### src/rtl/call_scheduler.sv
// Purpose : elevator call scheduler; picks the next destination floor from
//           latched cabin/hall requests using a collective (sweep) policy.
// Latency : SELECT decides in 1 cycle; request to target_valid is 2 cycles.
// Backpr. : target/dir held stable in ISSUE until target_ready is sampled.
//
// Ports
//   clk, reset (async, active-low)
//   req_in/req_up/req_dn   latched cabin, hall-up, hall-down requests
//   cur_floor, arrived     car position and one-cycle stop pulse
//   target, target_valid,  destination handshake towards the motion unit
//   target_ready, dir      travel direction (1 = up)
//   door_req, door_done    door cycle request pulse / completion pulse
//   clr_in/clr_up/clr_dn   one-hot request-clear pulses on door opening
//   busy                   high whenever the FSM is not IDLE
//
// Optional build macro: SCHED_PARK_EN -- return an idle car to floor 0 after
// PARK_CYCLES idle cycles (no door cycle, no request clears on that trip).

module call_scheduler #(
   parameter int FLOORS      = 8,
   parameter int PARK_CYCLES = 1000,
   localparam int FW         = $clog2(FLOORS)
) (
   input  logic              clk,
   input  logic              reset,
   input  logic [FLOORS-1:0] req_in,
   input  logic [FLOORS-1:0] req_up,
   input  logic [FLOORS-1:0] req_dn,
   input  logic [FW-1:0]     cur_floor,
   input  logic              arrived,
   output logic [FW-1:0]     target,
   output logic              target_valid,
   input  logic              target_ready,
   output logic              dir,
   output logic              door_req,
   input  logic              door_done,
   output logic [FLOORS-1:0] clr_in,
   output logic [FLOORS-1:0] clr_up,
   output logic [FLOORS-1:0] clr_dn,
   output logic              busy
);

   typedef enum logic [2:0] {
      S_IDLE   = 3'd0,
      S_SELECT = 3'd1,
      S_ISSUE  = 3'd2,
      S_MOVING = 3'd3,
      S_DOOR   = 3'd4
   } state_t;

   state_t            state_q, state_d;
   logic              dir_q, dir_d;
   logic [FW-1:0]     target_q, target_d;
   logic              empty_q, empty_d;
   logic              door_req_q, door_req_d;
   logic [FLOORS-1:0] clr_in_q, clr_in_d;
   logic [FLOORS-1:0] clr_up_q, clr_up_d;
   logic [FLOORS-1:0] clr_dn_q, clr_dn_d;

`ifdef SCHED_PARK_EN
   localparam int PCW = $clog2(PARK_CYCLES + 1);
   logic           park_q, park_d;
   logic [PCW-1:0] park_cnt_q, park_cnt_d;
`endif

   logic              req_pend;
   logic              pri_found, sec_found;
   logic [FW-1:0]     pri_f, sec_f;
   logic              win_vld;
   logic [FW-1:0]     win_f;
   logic              win_dir;
   logic              enter_door;
   logic [FLOORS-1:0] floor_oh;

   assign req_pend = |(req_in | req_up | req_dn);
   assign floor_oh = FLOORS'(1) << cur_floor;

   // Candidate search. The primary set is "on the way" in the current
   // direction; the secondary set is the farthest opposite-direction hall call,
   // which turns the car around at the end of its sweep. Loop order is chosen
   // so the last hit is the winner (lowest when scanning down, highest up).
   always_comb begin
      pri_found = 1'b0;
      pri_f     = '0;
      sec_found = 1'b0;
      sec_f     = '0;
      if (dir_q) begin
         for (int f = FLOORS - 1; f >= 0; f--) begin
            if ((FW'(f) >= cur_floor) && (req_in[f] || req_up[f])) begin
               pri_found = 1'b1;
               pri_f     = FW'(f);
            end
         end
         for (int f = 0; f < FLOORS; f++) begin
            if ((FW'(f) > cur_floor) && req_dn[f]) begin
               sec_found = 1'b1;
               sec_f     = FW'(f);
            end
         end
      end else begin
         for (int f = 0; f < FLOORS; f++) begin
            if ((FW'(f) <= cur_floor) && (req_in[f] || req_dn[f])) begin
               pri_found = 1'b1;
               pri_f     = FW'(f);
            end
         end
         for (int f = FLOORS - 1; f >= 0; f--) begin
            if ((FW'(f) < cur_floor) && req_up[f]) begin
               sec_found = 1'b1;
               sec_f     = FW'(f);
            end
         end
      end
   end

   assign win_vld = pri_found || sec_found;
   assign win_f   = pri_found ? pri_f : sec_f;
   assign win_dir = pri_found ? dir_q : ~dir_q;

   always_comb begin
      state_d    = state_q;
      dir_d      = dir_q;
      target_d   = target_q;
      empty_d    = empty_q;
      enter_door = 1'b0;
      door_req_d = 1'b0;
      clr_in_d   = '0;
      clr_up_d   = '0;
      clr_dn_d   = '0;
`ifdef SCHED_PARK_EN
      park_d     = park_q;
      park_cnt_d = '0;
`endif

      case (state_q)
         S_IDLE: begin
            empty_d = 1'b0;
            if (req_pend) begin
               state_d = S_SELECT;
`ifdef SCHED_PARK_EN
            end else if (cur_floor != '0) begin
               if (park_cnt_q == PCW'(PARK_CYCLES - 1)) begin
                  target_d = '0;
                  dir_d    = 1'b0;
                  park_d   = 1'b1;
                  state_d  = S_ISSUE;
               end else begin
                  park_cnt_d = park_cnt_q + 1'b1;
               end
`endif
            end
         end

         S_SELECT: begin
            if (win_vld) begin
               empty_d = 1'b0;
               dir_d   = win_dir;
               if (win_f == cur_floor) begin
                  enter_door = 1'b1;
               end else begin
                  target_d = win_f;
                  state_d  = S_ISSUE;
               end
            end else if (empty_q) begin
               // Nothing in either direction: give up without a second flip.
               empty_d = 1'b0;
               state_d = S_IDLE;
            end else begin
               empty_d = 1'b1;
               dir_d   = ~dir_q;
            end
         end

         S_ISSUE: begin
            if (target_ready) begin
               state_d = S_MOVING;
            end
         end

         S_MOVING: begin
            if (arrived && (cur_floor == target_q)) begin
`ifdef SCHED_PARK_EN
               if (park_q) begin
                  park_d  = 1'b0;
                  state_d = S_IDLE;
               end else begin
                  enter_door = 1'b1;
               end
`else
               enter_door = 1'b1;
`endif
            end
         end

         S_DOOR: begin
            if (door_done) begin
               state_d = S_IDLE;
            end
         end

         default: begin
            state_d = S_IDLE;
         end
      endcase

      // Door opening clears the cabin call plus the hall call matching the
      // direction the car will leave in.
      if (enter_door) begin
         state_d    = S_DOOR;
         door_req_d = 1'b1;
         clr_in_d   = floor_oh;
         if (dir_d) begin
            clr_up_d = floor_oh;
         end else begin
            clr_dn_d = floor_oh;
         end
      end
   end

   always_ff @(posedge clk or negedge reset) begin
      if (!reset) begin
         state_q    <= S_IDLE;
         dir_q      <= 1'b1;
         target_q   <= '0;
         empty_q    <= 1'b0;
         door_req_q <= 1'b0;
         clr_in_q   <= '0;
         clr_up_q   <= '0;
         clr_dn_q   <= '0;
`ifdef SCHED_PARK_EN
         park_q     <= 1'b0;
         park_cnt_q <= '0;
`endif
      end else begin
         state_q    <= state_d;
         dir_q      <= dir_d;
         target_q   <= target_d;
         empty_q    <= empty_d;
         door_req_q <= door_req_d;
         clr_in_q   <= clr_in_d;
         clr_up_q   <= clr_up_d;
         clr_dn_q   <= clr_dn_d;
`ifdef SCHED_PARK_EN
         park_q     <= park_d;
         park_cnt_q <= park_cnt_d;
`endif
      end
   end

   assign target       = target_q;
   assign target_valid = (state_q == S_ISSUE);
   assign dir          = dir_q;
   assign door_req     = door_req_q;
   assign clr_in       = clr_in_q;
   assign clr_up       = clr_up_q;
   assign clr_dn       = clr_dn_q;
   assign busy         = (state_q != S_IDLE);

endmodule

### config.mk
export PLATFORM = sky130hd
export DESIGN_NAME = call_scheduler
export DESIGN_NICKNAME = d
export VERILOG_FILES = /design/src/rtl/call_scheduler.sv
export SDC_FILE = /design/constraint.sdc
export NUM_CORES = 1
export LEC_CHECK = 0
export CORE_MARGIN = 2
export CORE_UTILIZATION = 51
export CTS_BUF_LIST = sky130_fd_sc_hd__clkbuf_16
export CTS_CLUSTER_DIAMETER = 50
export DETAILED_ROUTE_END_ITERATION = 10
export GPL_TIMING_DRIVEN = 0
export PLACE_DENSITY_LB_ADDON = 0.08
export SETUP_SLACK_MARGIN = 0.15
export SLEW_MARGIN = 20
export SYNTH_ARGS = -nofsm -noshare
export SYNTH_HDL_FRONTEND = slang
export SYNTH_SLANG_ARGS = --single-unit
export TNS_END_PERCENT = 10
### constraint.sdc
create_clock -name clk -period 7.8 [get_ports clk]
set_clock_uncertainty 0.15 [all_clocks]
set_input_delay 0.78 -clock clk [delete_from_list [all_inputs] [get_ports clk]]
set_output_delay 0.78 -clock clk [all_outputs]
set_load 0.01 [all_outputs]
==> flow_summary.toml, run 1 <==
[power]
p_leak_uw = 0.00114
peakVddDrop_mv = 0.147
power_density_nw_per_um2 = 213
p_total_uw = 613

[hold_path]
worstHoldPathType = "primary input to async pin"

[clock_network]
h-tree-depth = 2
holdBufCountCts = 0
clock-sinks = 33
cts_root_buf = "clkbuf_16"
clkTransAtPathRegs_ns = 0.05
cts_inserted_buffers = 5
cts_resized = 0
cts_setup_buffers = 0
tritoncts = "yes"
clock_path_buffers = 2
clk_latency_ns = 0.28

[critical_path]
endpoint_kind = "flop"
cp_num_buf_inv = 4
critPathTopFamily = "buffers and inverters"
crit_slowest_cell = "clkdlybuf4s50_1"
required_ns = 7.80
worstPathMaxFanout = 10
start_kind = "primary input"
path_class = "primary input to flop"
path_cells = "clkdlybuf4s50_1 > clkbuf_1 > clkbuf_1 > nand2_1 > o22ai_1 > nor3b_1 > o32ai_1 > nor2_1 > xnor2_1 > a31oi_2 > buf_2 > o41ai_1"
cp.arrival_ns = 4.30
path_common_cell = "clkbuf_1"
max_stage_delay_ns = 0.59

[place]
portBuffers = 62
post_dp_cell_area_um2 = 2730
gp_congestion = 0.988
dp.final_hpwl_um = 4390

[detailed_routing]
first_iter_violations = 173
viasPerCell = 6.09
totalWireLength_um = 6010
route.antenna.remaining_nets = 0
route.detailed.drc = 0
vias = 2167
dr.pass1.iters = 4
wire_per_inst_um = 16.9

[outcome]
status = "finished clean"

[synthesis]
ys.flop_type = "dfrtp_1"
synth-edff-count = 0
synth_fp_nets = 268
syn_inst = 236
synth-seq-cells = 33
ys_seq_area_share_pct = 40.2
syn_avg_cell_area_um2 = 8.71
yosysWarnings = 0
netlist_area_um2 = 2060
synth.distinct_cells = 56
synth-async-reset-ratio_pct = 100

[die]
die_h_um = 67.5
rows = 23
coreArea_um2 = 3940
die-area_um2 = 4550
boundaryPins = 63
die_w_um = 67.5
initial_utilization_pct = 52.1

[global_routing]
antenna_found_initial = 0
grt_overflow = 0
grt_pass1_wl_um = 9800
grt_pass1_vias = 2005
grt_max_degree = 34
grt_use_total_pct = 29.1

[final_layout]
syn2layout_area_growth_pct = 39.9
diodes = 0
n_fill_cell = 318
finalCoreUtilization_pct = 73.0
final_area_um2 = 2880
drive_gt1_share_pct = 9.15
nets = 337

[timing]
clock.fmax_ghz = 0.233
tns_ns = 0
rsz0062_at_grt = "false"
setup_viol = 0
slew_violations = 0
worstMarginPinSlew_ns = 0.690
slew-limit-headroom_pct = 54.0
hold_viol = 0
post-route-period-util_pct = 55.1
layout_min_cycle_time_ns = 4.30

[flow_run]
maxCapViolCount = 0
kinds of logic after synthesis:
kind of cell    synth area share, %
flops                          40.2
buf+inv                        4.50
mux                            2.13
simple gates                   26.9
compound gates                 24.5
xor+xnor                       1.70
flip-flops by register name, summed over array words and instances (netlist names):
| name | count |
|---|---|
| clr_dn | 8 |
| clr_in | 8 |
| clr_up | 8 |
| state_q | 3 |
| target | 3 |
| dir | 1 |
| door_req | 1 |
| empty_q | 1 |
cells in the final DEF, fill, tap and decap left out, types with 2 or more instances in the layout:
master	netlist	routed
a32oi_1	3	3
a211o_1	2	2
a221oi_1	2	2
or2_2	4	4
nor2_1	30	30
nor2b_1	5	5
a21bo_2	2	2
and3_1	2	2
nand4_1	2	2
nand2_1	14	14
o2bb2ai_1	2	2
buf_2	2	3
or3_1	4	4
xor2_1	2	2
nor4_1	4	4
xnor2_1	2	2
nand3_1	8	8
o32ai_1	3	3
a21boi_0	2	2
a31oi_1	2	2
mux2_2	3	3
nor3b_1	9	9
clkinv_2	0	2
clkbuf_1	11	11
clkbuf_16	0	5
o2111a_1	2	2
o21bai_1	2	2
nor3_1	14	14
dfrtp_1	32	32
nand3b_1	2	2
clkdlybuf4s50_1	0	61
o31a_1	2	2
o22ai_1	8	8
a21oi_1	14	14
o211a_1	2	2
o221a_2	2	2
inv_1	5	5
nor4b_1	2	2
o211ai_1	2	2
o21ai_0	8	8
layer usage:
| layer | global-route usage [%] | wire [µm] | part of all wire, % |
|---|---|---|---|
| met1 | 37.7 | 2470 | 41 |
| met2 | 49.5 | 3050 | 51 |
| met3 | 4.67 | 383 | 6.4 |
| met4 | 9.44 | 104 | 1.7 |
| met5 | 0 | 0 | 0 |
synth_stat cells, types with 3 or more instances:
cell type	n	area share, %
a21oi_1	14	3.4
a32oi_1	3	1.3
clkbuf_1	11	2.0
dfrtp_1	32	39
inv_1	5	0.91
mux2_2	3	1.6
nand2_1	14	2.6
nand3_1	8	1.9
nor2_1	30	5.5
nor2b_1	5	1.5
nor3_1	14	3.4
nor3b_1	9	3.3
nor4_1	4	1.2
o21ai_0	8	1.9
o22ai_1	8	2.4
o32ai_1	3	1.3
or2_2	4	1.2
or3_1	4	1.2
final timing paths:
| path | slack [ns] | end | cells after the start | start |
|---|---|---|---|---|
| min reg2reg | 0.40 | state_q[0] | 1 | state_q[2] |
| max in group asynchronous | 6.66 | clr_up[3] | 1 | reset |
| min in group clk | 0.40 | state_q[0] | 1 | state_q[2] |
| max | 3.50 | state_q[2] | 12 | cur_floor[2] |
| min | 0.40 | clr_in[7] | 1 | reset |
| max reg2reg | 4.54 | state_q[2] | 9 | dir |
area by class of cell:
type | count | area [µm²] | area share (%)
clock buffer | 5 | 125 | 4.35
timing repair buffer | 62 | 616 | 21.4
buffer | 16 | 73.8 | 2.57
tap | 50 | 62.6 | 2.17
inverter | 5 | 18.8 | 0.652
multi-input combinational | 182 | 1140 | 39.5
clock inverter | 3 | 17.5 | 0.609
sequential | 33 | 827 | 28.8
report_power, final:
| group | leakage (µW) | switching [µW] | internal [µW] |
|---|---|---|---|
| logic | 0.000624 | 116 | 104 |
| registers | 0.000445 | 13.4 | 192 |
| clock network | 0.0000696 | 71.5 | 117 |
| total | 0.00114 | 201 | 412 |
stage by stage:
stage,std cells,worst slack [ns],hold WS [ns]
global route,356,3.19,0.437
floorplan,236,4.35,0.334
detailed placement,348,3.33,0.383
global placement,348,3.37,0.389
CTS,356,3.58,0.406
finish,356,3.50,0.398
No activity file was read; power rests on OpenSTA's default activity.
==> run 2, diff against run 1 <==
--- a/config.mk
+++ b/config.mk
@@ -6,7 +6,7 @@
 export NUM_CORES = 1
 export LEC_CHECK = 0
 export CORE_MARGIN = 2
-export CORE_UTILIZATION = 51
+export CORE_UTILIZATION = 47
 export CTS_BUF_LIST = sky130_fd_sc_hd__clkbuf_16
 export CTS_CLUSTER_DIAMETER = 50
 export DETAILED_ROUTE_END_ITERATION = 10
==> constraint.sdc (replaced) <==
create_clock -name clk -period 4.18 [get_ports clk]
set_clock_uncertainty 0.15 [all_clocks]
set_input_delay 0.418 -clock clk [delete_from_list [all_inputs] [get_ports clk]]
set_output_delay 0.418 -clock clk [all_outputs]
set_load 0.01 [all_outputs]
==> flow_summary.toml, run 2 (synthesis results as in run 1) <==
[clock_network]
clk_latency_ns = 0.27
clock_path_buffers = 2
clock-sinks = 33
cts_root_buf = "clkbuf_16"
cts_inserted_buffers = 5
clkTransAtPathRegs_ns = 0.05
cts_setup_buffers = 0
h-tree-depth = 2
tritoncts = "yes"

[critical_path]
crit_slowest_cell = "a31oi_2"
cp.arrival_ns = 3.76
path_class = "primary input to flop"
max_stage_delay_ns = 0.48
endpoint_kind = "flop"
required_ns = 4.17
path_cells = "clkdlybuf4s50_1 > buf_4 > clkbuf_1 > nand3_1 > a221oi_1 > nor3_1 > o211a_1 > nor4_1 > nor4b_2 > a31oi_2 > buf_2 > o41ai_1"
rr_endpoint = "state_q[2]"
cp_num_buf_inv = 4
worstRegToRegCells = 9
worst_r2r_startpoint = "dir"
regToRegSetupSlack_ns = 0.98
critPathTopFamily = "buffers and inverters"
start_kind = "primary input"
worstPathMaxFanout = 10

[die]
coreArea_um2 = 4290
die_w_um = 70.1
die-area_um2 = 4920
die_h_um = 70.1
initial_utilization_pct = 47.9
boundaryPins = 63
rows = 24

[final_layout]
multi_input_area_um2 = 1140
n_fill_cell = 364
syn2layout_area_growth_pct = 42.5
drive_gt1_share_pct = 9.09
final_cell_mix = "clkdlybuf4s50_1, dfrtp_1, nor2_1"
nets = 339
regArea_um2 = 827
diodes = 0
final_common_cell = "clkdlybuf4s50_1"

[timing]
whs_ns = 0.383
worstMarginPinSlew_ns = 0.622
post-route-period-util_pct = 90.2
setup_viol = 0
tns_ns = 0
slew-limit-headroom_pct = 58.5
layout_min_cycle_time_ns = 3.77
clock.fmax_ghz = 0.265
hold_viol = 0
rsz0062_at_grt = "false"
slew_violations = 0

[place]
gp_congestion = 0.884
portBuffers = 62
dp.final_hpwl_um = 4400

[detailed_routing]
viasPerCell = 5.82
first_iter_violations = 192
vias = 2095
wire_per_inst_um = 16.8
route.antenna.remaining_nets = 0
dr.pass1.iters = 4
route.detailed.drc = 0
totalWireLength_um = 6040

[global_routing]
grt_max_degree = 34
grt_use_total_pct = 25.1
grt_overflow = 0
antenna_found_initial = 0
grt_pass1_vias = 1940
grt_pass1_wl_um = 9760

[hold_path]
holdPathStages = 1
worstHoldPathType = "flop to flop"
holdPathEnd = "state_q[0]"
min-delay-start = "state_q[2]"

[power]
power_density_nw_per_um2 = 410
p_leak_uw = 0.00117
peakVddDrop_mv = 0.330

[flow_run]
maxCapViolCount = 0

[outcome]
status = "finished clean"
run 2: changes by cell type in the layout (fill, tap and decap cells not counted), sizes merged:
cell / delta
buf: +1
clkinvlp: -1
clkinv: -1
dlygate4sd3: +1
bufinv: +1
inv: +1
run 2: worst max-delay path by stage:
stage,start,cells past startpoint,to,slack (ns)
final,cur_floor[1],12,state_q[2],0.41
after detailed placement,cur_floor[2],12,state_q[2],0.09
after CTS,cur_floor[2],12,state_q[2],0.35
after global routing,cur_floor[2],12,state_q[2],0.17
after floorplan,req_in[4],10,clr_dn[5],1.09
after global placement,cur_floor[2],12,state_q[2],0.07
run 2: layout make-up:
class                           instances  share of cell area, %
Buffer                                 16                   2.56
Multi-Input combinational cell        182                   38.8
Clock buffer                            5                   4.27
Tap cell                               52                   2.22
Timing Repair Buffer                   64                   22.0
Inverter                                5                  0.640
Clock inverter                          3                   1.28
Sequential cell                        33                   28.2
run 2: per-stage QoR:
step           power, µW  std cells  util [%]  setup WS, ns  area (µm²)
2_1_floorplan        627        236         -          1.09        2060
3_3_place_gp         792        350      63.8        0.0725        2740
3_5_place_dp         796        351      64.2        0.0903        2760
4_1_cts             1210        360      68.2         0.347        2930
5_1_grt             1260        360      68.2         0.171        2930
6_report            1200        360      68.2         0.411        2930
run 2: repair_timing:
item	CTS	global route
endpoints found under the hold margin	32	0
hold buffers	1	0
setup endpoints to repair	0	17
gates resized for setup	0	2
run 2: power breakdown:
part | internal (µW) | switching, µW
clock | 276 | 128
sequential | 358 | 23.2
combinational | 196 | 220
total | 831 | 371
run 2: metal layers:
metal	global-route usage, %	vias to the layer above	wire, µm	part of all wire, %
met3	5.19	7	386	6.4
met2	39.0	77	2740	45
met4	6.20	0	34	0.56
met1	36.1	984	2880	48
li1	-	1027	-	-
met5	0	-	0	0
